==> src/rtl/clk_cfg_seq_pkg.sv <==
// Shared types and constants for the clock-configuration sequencer.
package clk_cfg_seq_pkg;

   typedef enum logic [2:0] {
      ST_IDLE   = 3'd0,
      ST_PARK   = 3'd1,
      ST_PROG   = 3'd2,
      ST_CHECK  = 3'd3,
      ST_UNPARK = 3'd4,
      ST_RUN    = 3'd5,
      ST_FALLBK = 3'd6
   } state_t;

   typedef struct packed {
      logic       n_8mhz;
      logic       xclk;
      logic [1:0] rosc;
      logic [1:0] div;
   } cfg_t;

   localparam logic [1:0] SEL_ROSC_RST = 2'b11;
   localparam logic [1:0] CLK_DIV_RST  = 2'b00;

   localparam cfg_t CFG_RST = '{n_8mhz: 1'b0, xclk: 1'b0, rosc: SEL_ROSC_RST, div: CLK_DIV_RST};

   function automatic int cnt_width(input int a, input int b);
      return $clog2((a > b) ? a : b) + 1;
   endfunction

endpackage

==> src/rtl/clk_cfg_seq_tgl_edge_sync.sv <==
// Brings the xclk/16 toggle into clk via two flops and pulses for one cycle on every change.
// Latency: 2-3 clk from toggle to pulse; no backpressure.
module tgl_edge_sync (
   input  logic clk,
   input  logic rst,
   input  logic tgl,
   output logic tgl_pls
);

   logic [2:0] sync_q;

   always_ff @(posedge clk) begin
      if (rst) begin
         sync_q <= '0;
      end else begin
         sync_q <= {sync_q[1:0], tgl};
      end
   end

   // sync_q[2] is the previous synchronised value
   assign tgl_pls = sync_q[2] ^ sync_q[1];

endmodule

==> src/rtl/clk_cfg_seq.sv <==
// Parks the clock manager on 8 MHz, reprograms it, qualifies xclk and unparks; monitors xclk in RUN.
// Latency: 2*SETTLE_CYC+2 to done (+CHK_WIN for xclk); req_ready only in IDLE/RUN.
module clk_cfg_seq
   import clk_cfg_seq_pkg::*;
#(
   parameter int SETTLE_CYC = 16,
   parameter int CHK_WIN    = 256,
   parameter int CHK_MIN    = 4
) (
   input  logic       clk,
   input  logic       rst,
   input  logic       req_valid,
   output logic       req_ready,
   input  logic       req_n_8mhz,
   input  logic       req_xclk,
   input  logic [1:0] req_rosc,
   input  logic [1:0] req_div,
   input  logic       xclk_tgl,
   output logic       sel_n_8mhz,
   output logic       sel_xclk,
   output logic [1:0] sel_rosc,
   output logic [1:0] clk_div,
   output logic       busy,
   output logic       done,
   output logic       fail,
   output logic       xclk_lost
);

   localparam int CW = cnt_width(SETTLE_CYC, CHK_WIN);
   localparam int EW = $clog2(CHK_MIN + 1);
   localparam logic [CW-1:0] SETTLE_LAST = CW'(SETTLE_CYC - 1);
   localparam logic [CW-1:0] WIN_LAST    = CW'(CHK_WIN - 1);
   localparam logic [EW-1:0] EDGE_MIN    = EW'(CHK_MIN);

   state_t        state, state_nxt;
   logic [CW-1:0] cnt, cnt_nxt;
   logic [EW-1:0] edge_cnt, edge_nxt, edge_sat;
   cfg_t          req_q, req_nxt;
   cfg_t          cfg_q, cfg_nxt;
   logic          fb_chk, fb_chk_nxt;
   logic          done_nxt, fail_nxt, lost_nxt, ready_nxt;
   logic          tgl_pls, settle_end, win_end, mon_fail, accept;
   cfg_t          req_in;

   tgl_edge_sync u_tgl_sync (
      .clk     (clk),
      .rst     (rst),
      .tgl     (xclk_tgl),
      .tgl_pls (tgl_pls)
   );

   assign req_in     = '{n_8mhz: req_n_8mhz, xclk: req_xclk, rosc: req_rosc, div: req_div};
   assign settle_end = (cnt == SETTLE_LAST);
   assign win_end    = (cnt == WIN_LAST);
   assign edge_sat   = (edge_cnt >= EDGE_MIN) ? EDGE_MIN : edge_cnt + EW'(tgl_pls);
   // Monitor failure takes priority over a request arriving in the same cycle
   assign mon_fail   = (state == ST_RUN) && cfg_q.xclk && cfg_q.n_8mhz && win_end &&
                       (edge_sat < EDGE_MIN);
   assign accept     = req_valid && req_ready && !mon_fail;

   always_ff @(posedge clk) begin
      if (rst) begin
         state <= ST_IDLE;
      end else begin
         state <= state_nxt;
      end
   end

   always_comb begin
      state_nxt  = state;
      cnt_nxt    = cnt + 1'b1;
      edge_nxt   = '0;
      req_nxt    = req_q;
      cfg_nxt    = cfg_q;
      fb_chk_nxt = fb_chk;
      done_nxt   = 1'b0;
      fail_nxt   = 1'b0;
      lost_nxt   = 1'b0;
      case (state)
         ST_IDLE, ST_RUN: begin
            if (mon_fail) begin
               state_nxt      = ST_FALLBK;
               cnt_nxt        = '0;
               cfg_nxt.xclk   = 1'b0;
               cfg_nxt.n_8mhz = 1'b0;
               fb_chk_nxt     = 1'b0;
               lost_nxt       = 1'b1;
            end else if (accept) begin
               state_nxt      = ST_PARK;
               cnt_nxt        = '0;
               req_nxt        = req_in;
               cfg_nxt.n_8mhz = 1'b0;
            end else if (state == ST_IDLE || win_end) begin
               cnt_nxt = '0;
            end else begin
               edge_nxt = edge_sat;
            end
         end
         ST_PARK: begin
            if (settle_end) begin
               state_nxt    = ST_PROG;
               cnt_nxt      = '0;
               cfg_nxt.xclk = req_q.xclk;
               cfg_nxt.rosc = req_q.rosc;
               cfg_nxt.div  = req_q.div;
            end
         end
         ST_PROG: begin
            if (settle_end) begin
               state_nxt = req_q.xclk ? ST_CHECK : ST_UNPARK;
               cnt_nxt   = '0;
            end
         end
         ST_CHECK: begin
            edge_nxt = edge_sat;
            if (win_end) begin
               cnt_nxt  = '0;
               edge_nxt = '0;
               if (edge_sat >= EDGE_MIN) begin
                  state_nxt = ST_UNPARK;
               end else begin
                  state_nxt      = ST_FALLBK;
                  cfg_nxt.xclk   = 1'b0;
                  cfg_nxt.n_8mhz = 1'b0;
                  fb_chk_nxt     = 1'b1;
               end
            end
         end
         ST_UNPARK: begin
            state_nxt      = ST_RUN;
            cnt_nxt        = '0;
            cfg_nxt.n_8mhz = req_q.n_8mhz;
            done_nxt       = 1'b1;
         end
         ST_FALLBK: begin
            if (settle_end) begin
               state_nxt = ST_IDLE;
               cnt_nxt   = '0;
               done_nxt  = fb_chk;
               fail_nxt  = fb_chk;
            end
         end
         default: begin
            state_nxt = ST_IDLE;
            cnt_nxt   = '0;
         end
      endcase
      ready_nxt = (state_nxt == ST_IDLE) || (state_nxt == ST_RUN);
   end

   always_ff @(posedge clk) begin
      if (rst) begin
         cnt       <= '0;
         edge_cnt  <= '0;
         req_q     <= CFG_RST;
         cfg_q     <= CFG_RST;
         fb_chk    <= 1'b0;
         req_ready <= 1'b0;
         busy      <= 1'b1;
         done      <= 1'b0;
         fail      <= 1'b0;
         xclk_lost <= 1'b0;
      end else begin
         cnt       <= cnt_nxt;
         edge_cnt  <= edge_nxt;
         req_q     <= req_nxt;
         cfg_q     <= cfg_nxt;
         fb_chk    <= fb_chk_nxt;
         req_ready <= ready_nxt;
         busy      <= ~ready_nxt;
         done      <= done_nxt;
         fail      <= fail_nxt;
         xclk_lost <= lost_nxt;
      end
   end

   assign sel_n_8mhz = cfg_q.n_8mhz;
   assign sel_xclk   = cfg_q.xclk;
   assign sel_rosc   = cfg_q.rosc;
   assign clk_div    = cfg_q.div;

endmodule

==> config.mk <==
export PLATFORM = sky130hd
export DESIGN_NAME = clk_cfg_seq
export DESIGN_NICKNAME = d
export VERILOG_FILES = /design/src/rtl/clk_cfg_seq_pkg.sv /design/src/rtl/clk_cfg_seq_tgl_edge_sync.sv /design/src/rtl/clk_cfg_seq.sv
export SDC_FILE = /design/constraint.sdc
export NUM_CORES = 1
export LEC_CHECK = 0
export CORE_ASPECT_RATIO = 1.75
export CORE_MARGIN = 3
export CORE_UTILIZATION = 53
export CTS_BUF_LIST = sky130_fd_sc_hd__clkbuf_4
export DETAILED_ROUTE_END_ITERATION = 6
export HOLD_SLACK_MARGIN = 0.02
export PLACE_DENSITY = 0.8
export SETUP_SLACK_MARGIN = 0.1
export SLEW_MARGIN = 10
export SYNTH_ARGS = -nofsm -noshare
export SYNTH_HDL_FRONTEND = slang
export SYNTH_SLANG_ARGS = --single-unit
==> constraint.sdc <==
create_clock -name clk -period 3.7 [get_ports clk]
set_input_delay 0.74 -clock clk [delete_from_list [all_inputs] [get_ports clk]]
set_output_delay 0.74 -clock clk [all_outputs]
set_load 0.02 [all_outputs]
=== After elaboration in Yosys (flattened, before gate mapping) ===
Index checks and enable logic that the tools add are counted.

* Register bits after elaboration: 36

* Muxes and demuxes: 35
* Add/subtract/negate cells: 2
* Reduce and logical (&&, ||, !) cells: 23
* Equality and inequality tests: 14
* Bitwise operators: 5
* Magnitude comparators: 3

{| class="wikitable"
|+ Operators with widths
! operator !! count
|-
| $mux 9 || 5
|-
| $mux 3 || 12
|-
| $pmux 9 s3 || 1
|-
| $pmux 3 s6 || 1
|-
| $eq 3x3->1 const B || 4
|-
| $add 9x1->9 const B || 1
|-
| $eq 9x4->1 const B || 1
|-
| $eq 9x8->1 const B || 1
|-
| $ne 2x2->1 const B || 4
|-
| $reduce_and 4->1 || 2
|-
| $mux 1 || 7
|-
| $eq 3x2->1 const B || 2
|-
| $ge 3x3->1 const B || 2
|-
| $logic_and 1x1->1 || 6
|-
| $logic_not 3->1 || 2
|-
| $mux 2 || 3
|-
| $pmux 1 s3 || 2
|-
| $pmux 3 s2 || 1
|-
| $reduce_bool 3->1 || 2
|-
| $reduce_or 2->1 || 3
|-
| $mux 5 || 1
|-
| $reduce_and 5->1 || 1
|-
| $not 1->1 || 4
|-
| $pmux 1 s2 || 2
|-
| 11 further kinds || 12
|}

=== Logic depth before layout (Yosys ltp) ===
* Depth after elaboration: 13
* Mapped depth: 11
* Depth with buffers taken out: 10

=== Modules after synthesis ===
A second synthesis with hierarchy kept.

* Cells, all modules: 184
* Area total of the unflattened synthesis: 1654.1 µm²

{| class="wikitable"
|+ Modules (own cells, without submodules)
! module !! sequential area each (µm²) !! times used !! cells each !! area an instance (µm²)
|-
| clk_cfg_seq || 660.6 || 1 || 177 || 1566.5
|-
| tgl_edge_sync || 60.1 || 1 || 7 || 87.6
|}

=== Least setup slack after synthesis ===
No wires, ideal clock.

* Path kind: register -> register
* From: reg cnt[0]
* To: reg req_q[2] (netlist bit)
* Path slack: 1.038 ns
* Cell stages (with the launch flop): 11
* Required time: 3.580 ns
* Buffers on the path: 1
* Setup time: 0.120 ns
* Arrival: 2.543 ns
* Cell sequence: dfxtp_1 ha_1 and3_1 and3_1 and3_1 ha_1 and4_1 and3_1 a2111o_1 clkbuf_1 a211o_1

* Longest elaborated chain between the ends: 6

{| class="wikitable"
|+ RTL lines
! item !! line !! source
|-
| from (decl) || clk_cfg_seq.sv:36 || <nowiki>logic [CW-1:0] cnt, cnt_nxt;</nowiki>
|-
| from (signal assigned) || clk_cfg_seq.sv:164 || <nowiki>cnt <= cnt_nxt;</nowiki>
|-
| $eq 9x8->1 (*) || clk_cfg_seq.sv:54 || <nowiki>assign win_end = (cnt == WIN_LAST);</nowiki>
|-
| $logic_and 1x1->1 (*) (2 in series) || clk_cfg_seq.sv:57 || <nowiki>assign mon_fail = (state == ST_RUN) && cfg_q.xclk && cfg_q.n_8mhz && win_end &&</nowiki>
|-
| $logic_not 1->1 || clk_cfg_seq.sv:59 || <nowiki>assign accept = req_valid && req_ready && !mon_fail;</nowiki>
|-
| $logic_and 1x1->1 || clk_cfg_seq.sv:59 ||
|-
| $reduce_and 3->1 (no line) (*) || n/a ||
|-
| to (signal assigned) || clk_cfg_seq.sv:166 || <nowiki>req_q <= req_nxt;</nowiki>
|-
| to (decl) || clk_cfg_seq.sv:38 || <nowiki>cfg_t req_q, req_nxt;</nowiki>
|}

Every way passes the cells marked *; elsewhere a longest branch is shown, timed or not.
A chain may end at the register's enable or synchronous reset.

=== Final worst setup path ===
* From: reg cnt[0]
* To: reg req_ready

* Longest elaborated chain between the ends: 10

{| class="wikitable"
|+ RTL lines
! item !! line !! source
|-
| $eq 9x8->1 || clk_cfg_seq.sv:54 ||
|-
| $logic_and 1x1->1 (2 in series) || clk_cfg_seq.sv:57 ||
|-
| $logic_not 1->1 || clk_cfg_seq.sv:59 ||
|-
| $logic_and 1x1->1 || clk_cfg_seq.sv:59 ||
|-
| $mux 3 || clk_cfg_seq.sv:88 || <nowiki>end else if (accept) begin</nowiki>
|-
| $mux 3 || clk_cfg_seq.sv:81 || <nowiki>if (mon_fail) begin</nowiki>
|-
| $pmux 3 s6 (*) || clk_cfg_seq.sv:79 || <nowiki>case (state)</nowiki>
|-
| $eq 3x3->1 or $logic_not 3->1 (tied branches) || clk_cfg_seq.sv:148 || <nowiki>ready_nxt = (state_nxt == ST_IDLE) || (state_nxt == ST_RUN);</nowiki>
|-
| $logic_or 1x1->1 (*) || clk_cfg_seq.sv:148 ||
|-
| to (signal assigned) || clk_cfg_seq.sv:169 || <nowiki>req_ready <= ready_nxt;</nowiki>
|-
| to (decl) || clk_cfg_seq.sv:13 || <nowiki>output logic req_ready,</nowiki>
|}

Marks and branches as above.

==> out/qor.csv <==
metric,value,unit
cts.root.buffer_cell,clkbuf_4,
cp_data_arrival_time,3.08,ns
ctsHoldBuffers,0,
dp_hpwl,2666,um
ys_seq_elements,36,
register_area,720.7,um2
p_leak,0.7409,nW
drtAntennaViolNets,0,
die_h,80.21,um
die-area,3883,um2
areaGrowthSynthToFinish,16.95,%
setup_violations,0,
nNetsFinal,218,
grt_overflow,0,
yosys_warnings,0,
maxSlewHeadroom,54.38,%
period_share,76.73,%
powerDensity,340.4,nW/um2
portBuffers,20,
worstHoldPathType,reg -> reg,
worst_hold_slack,0.4615,ns
vdd_drop_max,0.3227,mV
clk_path_buf_depth,2,
required,3.94,ns
placedCellCount,238,
slowest_delay,0.40,ns
max_freq,352.2,MHz
design_power_total,664.0,uW
detail_route.wl_per_cell,14.22,um
cp_slowest_cell,or3_1,
clock_latency,0.34,ns
path_common_cell,and3_1,
fin_skew,0.01179,ns
cp_max_fo,8,
reg2reg_slack,0.86,ns
path_buf_inv,0,
grt_pass1_vias,1422,
htree_levels,2,
gp_congestion,0.8932,
ys_types,48,
core,2960,um2
postCtsSetupBuffers,0,
grt_max_degree,25,
pin_count,21,
period_needed,2.839,ns
cts.sinks,36,
worst-setup-path-type,reg -> reg,
fin_cells,246,
multi_input_area,887.1,um2
grt_use_total,19.40,%
synth_area_leaders,"dfxtp_1 43%, nor2_1 6.3%, ha_1 3.8%, mux2i_1 3.6%, nor2b_1 3.0%",
die_width,48.41,um
cp_top_family,simple AND/OR/NAND/NOR gates,
finalMaxSlewViolations,0,
synthesis.nets,198,
maxCapViolCount,0,
drc,0,
start_util,56.34,%
cts_buffers,5,
startpoint_type,register,
vias_per_cell,5.776,
setup_tns,0,ns
first_iter_violations,53,
status,completed,
drive_above_1_share,7.353,%
netlist_instances,183,
worst_slew_pin_slew,0.6833,ns
num_antenna_cells,0,
syn-cell-area,1668,um2
wl,3498,um
worstPathCellList,"ha_1, and3_1, and3_1, and3_1, ha_1, and4_1, and3_1, o31ai_1, or3_1, and3_1",
hold_violations,0,
drt_first_pass_iters,5,
synthDominantCellAreaShare,43.21,%
ys_seq_area_share,43.21,%
endpoint_kind,register,
cts_resized,0,
cts_tree,yes,
syn_avg_cell_area,9.114,um2
rows,26,
antenna_found_initial,0,
fillCellCount,240,
grt_pass1_wl,5927,um
num_vias,1421,
yosys.area.top_type,dfxtp_1,
grt_setup_unrepaired,false,
clkTransAtPathRegs,0.11,ns
==> worst reg2reg max path: stages, from the launching register on <==
cell	delay, ns
dfxtp_1	0.38
ha_1	0.22
and3_1	0.20
and3_1	0.19
and3_1	0.19
ha_1	0.30
and4_1	0.28
and3_1	0.27
o31ai_1	0.15
or3_1	0.40
and3_1	0.17
==> state kept, by name (all words and copies together), names as in the netlist <==
| register | cells |
|---|---|
| fail | 1 |
| busy | 1 |
| fb_chk | 1 |
| sel_n_8mhz | 1 |
| sel_rosc | 2 |
| done | 1 |
| state | 3 |
| req_ready | 1 |
| edge_cnt | 3 |
| req_q | 6 |
| cnt | 9 |
| u_tgl_sync.sync_q | 3 |
| sel_xclk | 1 |
| xclk_lost | 1 |
| clk_div | 2 |
==> layout by cell type (no fill, tap or decap), types with 6 or more instances in the layout <==
| master | synthesis | layout |
|---|---|---|
| and3_1 | 6 | 6 |
| nor2b_1 | 8 | 8 |
| mux2i_1 | 6 | 6 |
| clkdlybuf4s50_1 | 0 | 20 |
| o21ai_0 | 6 | 6 |
| dfxtp_1 | 36 | 36 |
| nor2_1 | 28 | 28 |
| nand2_1 | 7 | 7 |
| clkbuf_4 | 0 | 6 |
| inv_1 | 7 | 7 |
==> routing by layer <==
layer,vias up,track usage (%),wire [um]
li1,694,-,-
met4,0,13.68,189
met1,642,19.74,1386
met3,27,5.937,188
met2,58,33.56,1734
met5,-,0,0
==> final cells by class <==
class	count	area share, %
inverter	7	1.347
multi-input combinational	132	45.48
tap	42	2.694
timing repair buffer	21	10.65
clock inverter	2	0.5773
clock buffer	6	2.309
sequential	36	36.95
==> stage by stage <==
stage	setup slack [ns]	area, um2	util (%)
floorplan	1.038	1668	-
global placement	0.9980	1894	63.99
detailed placement	0.9012	1894	63.99
CTS	0.8620	1951	65.89
global route	0.6572	1951	65.89
finish	0.8608	1951	65.89
==> where the power goes <==
part | switching, mW | total, mW | leakage, nW | internal (mW)
Clock | 0.125 | 0.205 | 0.0293 | 0.0796
Combinational | 0.0264 | 0.0543 | 0.419 | 0.0279
Sequential | 0.00827 | 0.405 | 0.292 | 0.396
Total | 0.160 | 0.664 | 0.741 | 0.504
==> cell usage after synthesis, drive strengths merged <==
cell type   n
a211oi      2
buf         4
or3         2
nor4        3
a31o        1
or2         1
nor2b       9
nand4       1
o221a       2
o22ai       1
or4         1
a32oi       1
dfxtp      36
a2bb2oi     1
and4b       1
nor3        4
and2        3
nand4b      2
a211o       4
mux2i       6
nand3       5
nand2b      5
a21oi       3
and4        1
o311ai      1
xor2        2
inv         7
o32a        1
xnor2       5
a2111o      2
a2111oi     1
o21ai       6
a21boi      1
nor2       28
a31oi       2
o31ai       1
ha          5
o31a        2
and3        6
o21bai      1
clkbuf      4
o21a        1
nand2       7
o211ai      1
==> kinds of logic (layout without fill, tap and decap cells) <==
kind of cell / after synthesis / in the layout / share of synthesized area (%)
compound gates: 35 / 35 / 16.36
xor+xnor: 7 / 7 / 3.676
fa+ha+maj: 5 / 5 / 3.751
buf+inv: 15 / 36 / 3.600
flops: 36 / 36 / 43.21
mux: 6 / 6 / 3.601
simple gates: 79 / 79 / 25.81
==> worst paths after layout <==
check,from,to,depth (start not counted)
min,u_tgl_sync.sync_q[0]$_SDFF_PP0_,u_tgl_sync.sync_q[1]$_SDFF_PP0_,1
max,cnt[0]$_SDFF_PP0_,req_ready$_SDFF_PP0_,10
max reg2reg,cnt[0]$_SDFF_PP0_,req_ready$_SDFF_PP0_,10
min reg2reg,u_tgl_sync.sync_q[0]$_SDFF_PP0_,u_tgl_sync.sync_q[1]$_SDFF_PP0_,1
Note: power is estimated with default switching activity, not from simulation.
